[src/rtl/jk_mod_counter.sv]
// Up/down modulo-MODULUS counter built from per-bit JK cells.
// The excitation (j_o/k_o) is derived from the requested next state and exported.
module jk_mod_counter #(
    parameter int unsigned WIDTH   = 4,
    parameter int unsigned MODULUS = 10
) (
    input  logic             c,
    input  logic             rs,
    input  logic             en,
    input  logic             up,
    input  logic             ld,
    input  logic [WIDTH-1:0] d,
    output logic [WIDTH-1:0] q,
    output logic [WIDTH-1:0] qb,
    output logic [WIDTH-1:0] j_o,
    output logic [WIDTH-1:0] k_o,
    output logic             tc,
    output logic             err
);

    localparam logic [WIDTH:0]   MOD_W = (WIDTH+1)'(MODULUS);
    localparam logic [WIDTH-1:0] MAX_V = WIDTH'(MODULUS - 1);

    if (WIDTH < 2 || MODULUS < 2 || 64'(MODULUS) > (64'd1 << WIDTH)) begin : g_bad_params
        $error("jk_mod_counter: need WIDTH>=2 and 2<=MODULUS<=2**WIDTH");
    end

    logic [WIDTH-1:0] q_q, q_d;
    logic             err_q, err_d;
    logic [WIDTH-1:0] nxt;
    logic [WIDTH-1:0] j_c, k_c;
    logic             d_ok, in_range, at_max, at_zero;

    assign d_ok     = {1'b0, d} < MOD_W;
    assign in_range = {1'b0, q_q} < MOD_W;
    assign at_max   = (q_q == MAX_V);
    assign at_zero  = (q_q == '0);

    // Requested next state; out-of-range states recover to 0 (up) or MODULUS-1 (down).
    always_comb begin
        nxt = q_q;
        if (ld) begin
            nxt = d_ok ? d : '0;
        end else if (en) begin
            if (up) begin
                nxt = (at_max || !in_range) ? '0 : q_q + WIDTH'(1);
            end else begin
                nxt = (at_zero || !in_range) ? MAX_V : q_q - WIDTH'(1);
            end
        end
    end

    assign j_c = ~q_q & nxt;
    assign k_c = q_q & ~nxt;

    // JK characteristic per bit: set on J, clear on K, toggle on both, else hold.
    assign q_d   = (j_c & ~q_q) | (~k_c & q_q);
    assign err_d = ld & ~d_ok;

    always_ff @(posedge c or negedge rs) begin
        if (!rs) begin
            q_q   <= '0;
            err_q <= 1'b0;
        end else begin
            q_q   <= q_d;
            err_q <= err_d;
        end
    end

    assign q   = q_q;
    assign qb  = ~q_q;
    assign err = err_q;
    assign j_o = j_c;
    assign k_o = k_c;
    assign tc  = en & ~ld & ((up & at_max) | (~up & at_zero));

endmodule
[config.mk]
export PLATFORM = sky130hd
export DESIGN_NAME = jk_mod_counter
export DESIGN_NICKNAME = d
export VERILOG_FILES = /design/src/rtl/jk_mod_counter.sv
export SDC_FILE = /design/constraint.sdc
export NUM_CORES = 1
export LEC_CHECK = 0
export CORE_MARGIN = 8
export CORE_UTILIZATION = 40
export CTS_CLUSTER_SIZE = 12
export DETAILED_ROUTE_END_ITERATION = 10
export GPL_TIMING_DRIVEN = 1
export PLACE_DENSITY = 0.87
export SYNTH_ARGS = -nofsm -noshare
export SYNTH_HDL_FRONTEND = slang
export SYNTH_SLANG_ARGS = --single-unit
[constraint.sdc]
create_clock -name c -period 2.8 [get_ports c]
set_clock_uncertainty 0.15 [all_clocks]
set_input_delay 0.42 -clock c [delete_from_list [all_inputs] [get_ports c]]
set_output_delay 0.42 -clock c [all_outputs]
set_load 0.05 [all_outputs]
==> key figures <==
Synth
  • Synth Register Bits: 5
  • Sequential-to-total area share from yosys stat: 21.5%
  • Synth top area cells: dfrtp_1 22%, ha_1 8.6%, and3_1 5.4%
  • Yosys cell types: 32
  • Syn Inst Count: 78
  • Post-Syn Nets: 91
  • Syn_area_per_cell: 7.46 µm²
  • Warnings, synthesis: 0
  • Biggest area consumer among synthesized cells: dfrtp_1
  • Post-synth design cell area: 582 µm²
  • Area share of the largest cell type after synthesis: 21.5%

STA
  • Setup Total Neg Slack: 0 ns
  • Final Hold Viols: 0
  • Period utilization: 96.7%
  • Slew headroom: 65.5%
  • Fmax: 369 MHz
  • Fin crit period: 2.71 ns
  • Setup violators final: 0
  • Least-Margin Pin Slew: 0.515 ns
  • Unrepaired setup endpoints after global routing: no
  • Max-slew violations: 0
  • PnR worst setup slack: 0.0913 ns

Worst setup path
  • CP Launch Type: flop
  • Crit path required time: 2.23 ns
  • Worst path arrival time: 2.14 ns
  • Crit Path Class: reg -> out
  • Crit path max fanout: 4
  • Worst Setup End Kind: output pin

Layout
  • Fin area: 0.00109 mm²
  • P&R area growth vs syn: 87.5%
  • ANT cells: 0
  • Most frequent cells in the layout: 17 x clkdlybuf4s50_1, 8 x buf_4, 7 x buf_12, 6 x nor2_1, 5 x inv_1
  • Most common cell after layout, fill and taps aside: clkdlybuf4s50_1
  • Nets: 123
  • Final Non-Filler Cells: 124
  • Share of layout cells above drive strength 1: 34.9%

Floorplanning
  • Die Ht: 54.1 µm
  • I/O Pins: 27
  • Initial core utilization: 43.6%
  • Row count: 13
  • Chip width: 54.1 µm
  • Die ar.: 0.00293 mm²
  • Core area: 0.00133 mm²

Status
  • Status: finished clean

GRT
  • Number of global-route vias before repair: 755
  • Total gr overflow: 0
  • First-pass GRT wire length: 3560 µm
  • Pin count of the biggest net entering global routing: 14
  • Initial antenna violation count: 0
  • Gr usage total: 16.1%

Drt
  • Avg WL per Cell: 17.3 µm
  • DRT iter0 DRCs: 18
  • DR pass1 iterations: 4
  • Total number of vias: 758
  • WL final: 2150 µm
  • DRT antenna net count: 0
  • Vias per cell: 6.11
  • DRC: 0

Min path
  • Hold crit path type: in -> async

Place
  • Area post-placement: 0.00101 mm²
  • Setup WS pre-CTS: 0.148 ns
  • Buffers on Ports: 26
  • Dpl cells: 118
  • Final HPWL DP: 1620 µm
  • Placer Congestion: 0.811

Clocking
  • H-tree levels: 1
  • Longest Clk Path Bufs: 2
  • Reg clk slew, reported paths: 0.05 ns
  • CTS tree: yes
  • Skew-Pair Late Insertion Delay: 0.25 ns
  • TritonCTS buffer count: 3
  • Root Buffer Master: clkbuf_4
  • CTS Sinks: 5

Pwr
  • Peak supply drop: 0.372 mV
  • Cell Int Power: 0.285 mW
  • Seq pwr share: 18.0%
  • Leakage power: 0.435 nW
  • Total power: 0.554 mW
  • Combinational Power Share: 66.3%
  • Switching share of power: 48.6%
  • Clock power frac: 15.7%
  • NetSw: 0.269 mW
  • PwrDens: 508 mW/mm²

Job
  • Max Cap Violations: 0
==> power groups by stage <==
stage	sequential [mW]	clock [mW]	combinational (mW)
after detailed placement	0.104	0	0.343
final	0.0997	0.0871	0.367
after global routing	0.102	0.0997	0.388
after floorplan	0.120	0	0.204
after global placement	0.102	0	0.336
after CTS	0.0979	0.0894	0.357
==> area by class of cell <==
cell class                 instances  area (µm²)
fill                              84         243
tap                               15        18.8
timing repair buffer              32         370
multi-input combinational         61         514
clock buffer                       4        26.3
inverter                           7        33.8
sequential                         5         128
==> metrics by stage <==
stage	hold slack, ns	utilization [%]
after detailed placement	0.514	75.8
after floorplan	-0.0256	-
after global routing	0.243	81.8
after CTS	0.246	79.5
final	0.246	81.8
after global placement	0.505	75.8
==> layer usage <==
layer	wire [µm]	track usage [%]
met2	1100	27.9
met4	35	5.74
met3	166	6.61
met1	844	17.3
met5	0	0
==> final timing paths <==
kind | to | slack (ns) | depth (start not counted) | from
min in group c | q[1] | 0.71 | 3 | q[1]
max | k_o[0] | 0.09 | 7 | q[0]
min | q[3] | 0.25 | 1 | rs
max reg2reg | q[0] | 0.89 | 6 | q[0]
min reg2reg | q[1] | 0.71 | 3 | q[1]
max in group asynchronous | q[0] | 2.03 | 1 | rs
==> registers in the layout (all words and copies together) (netlist names) <==
register,count
q,4
err,1
==> Yosys cell counts <==
cell type	count
inv_1	7
a21oi_1	6
nor2_1	6
and3_1	5
dfrtp_1	5
ha_1	4
nor3_1	4
o31ai_1	4
a31oi_1	3
buf_2	3
nand2_1	3
o21ai_0	3
o21ai_1	3
a31o_2	2
and2_1	2
nor2b_1	2
a211o_1	1
a21o_1	1
a21oi_2	1
a22oi_1	1
buf_4	1
clkbuf_1	1
mux2_1	1
nand2b_1	1
nand3_1	1
nand4_1	1
o2111ai_1	1
o21a_1	1
o311a_1	1
o311ai_1	1
or3b_4	1
or4b_1	1
==> cell families after synthesis <==
group | after synthesis | synth area share (%)
compound gates | 29 | 33.3
fa+ha+maj | 4 | 8.60
buf+inv | 12 | 9.03
flops | 5 | 21.5
mux | 1 | 1.94
simple gates | 27 | 25.6
==> timing repair <==
action | 4_1_cts | 5_1_grt
buffers inserted | 2 | 0
hold buffers | 0 | 0
endpoints found under the setup margin | 5 | 5
resized for setup | 1 | 5
hold endpoints to repair | 0 | 0
==> worst max-delay path: stages, from the launching register on <==
cell and delay [ns]:
dfrtp_2 0.45, clkinvlp_4 0.13, ha_4 0.14, or3b_4 0.40, a21oi_4 0.16, nor3_1 0.08, o311a_4 0.37, buf_12 0.15
Note: power is estimated with default switching activity, not from simulation.
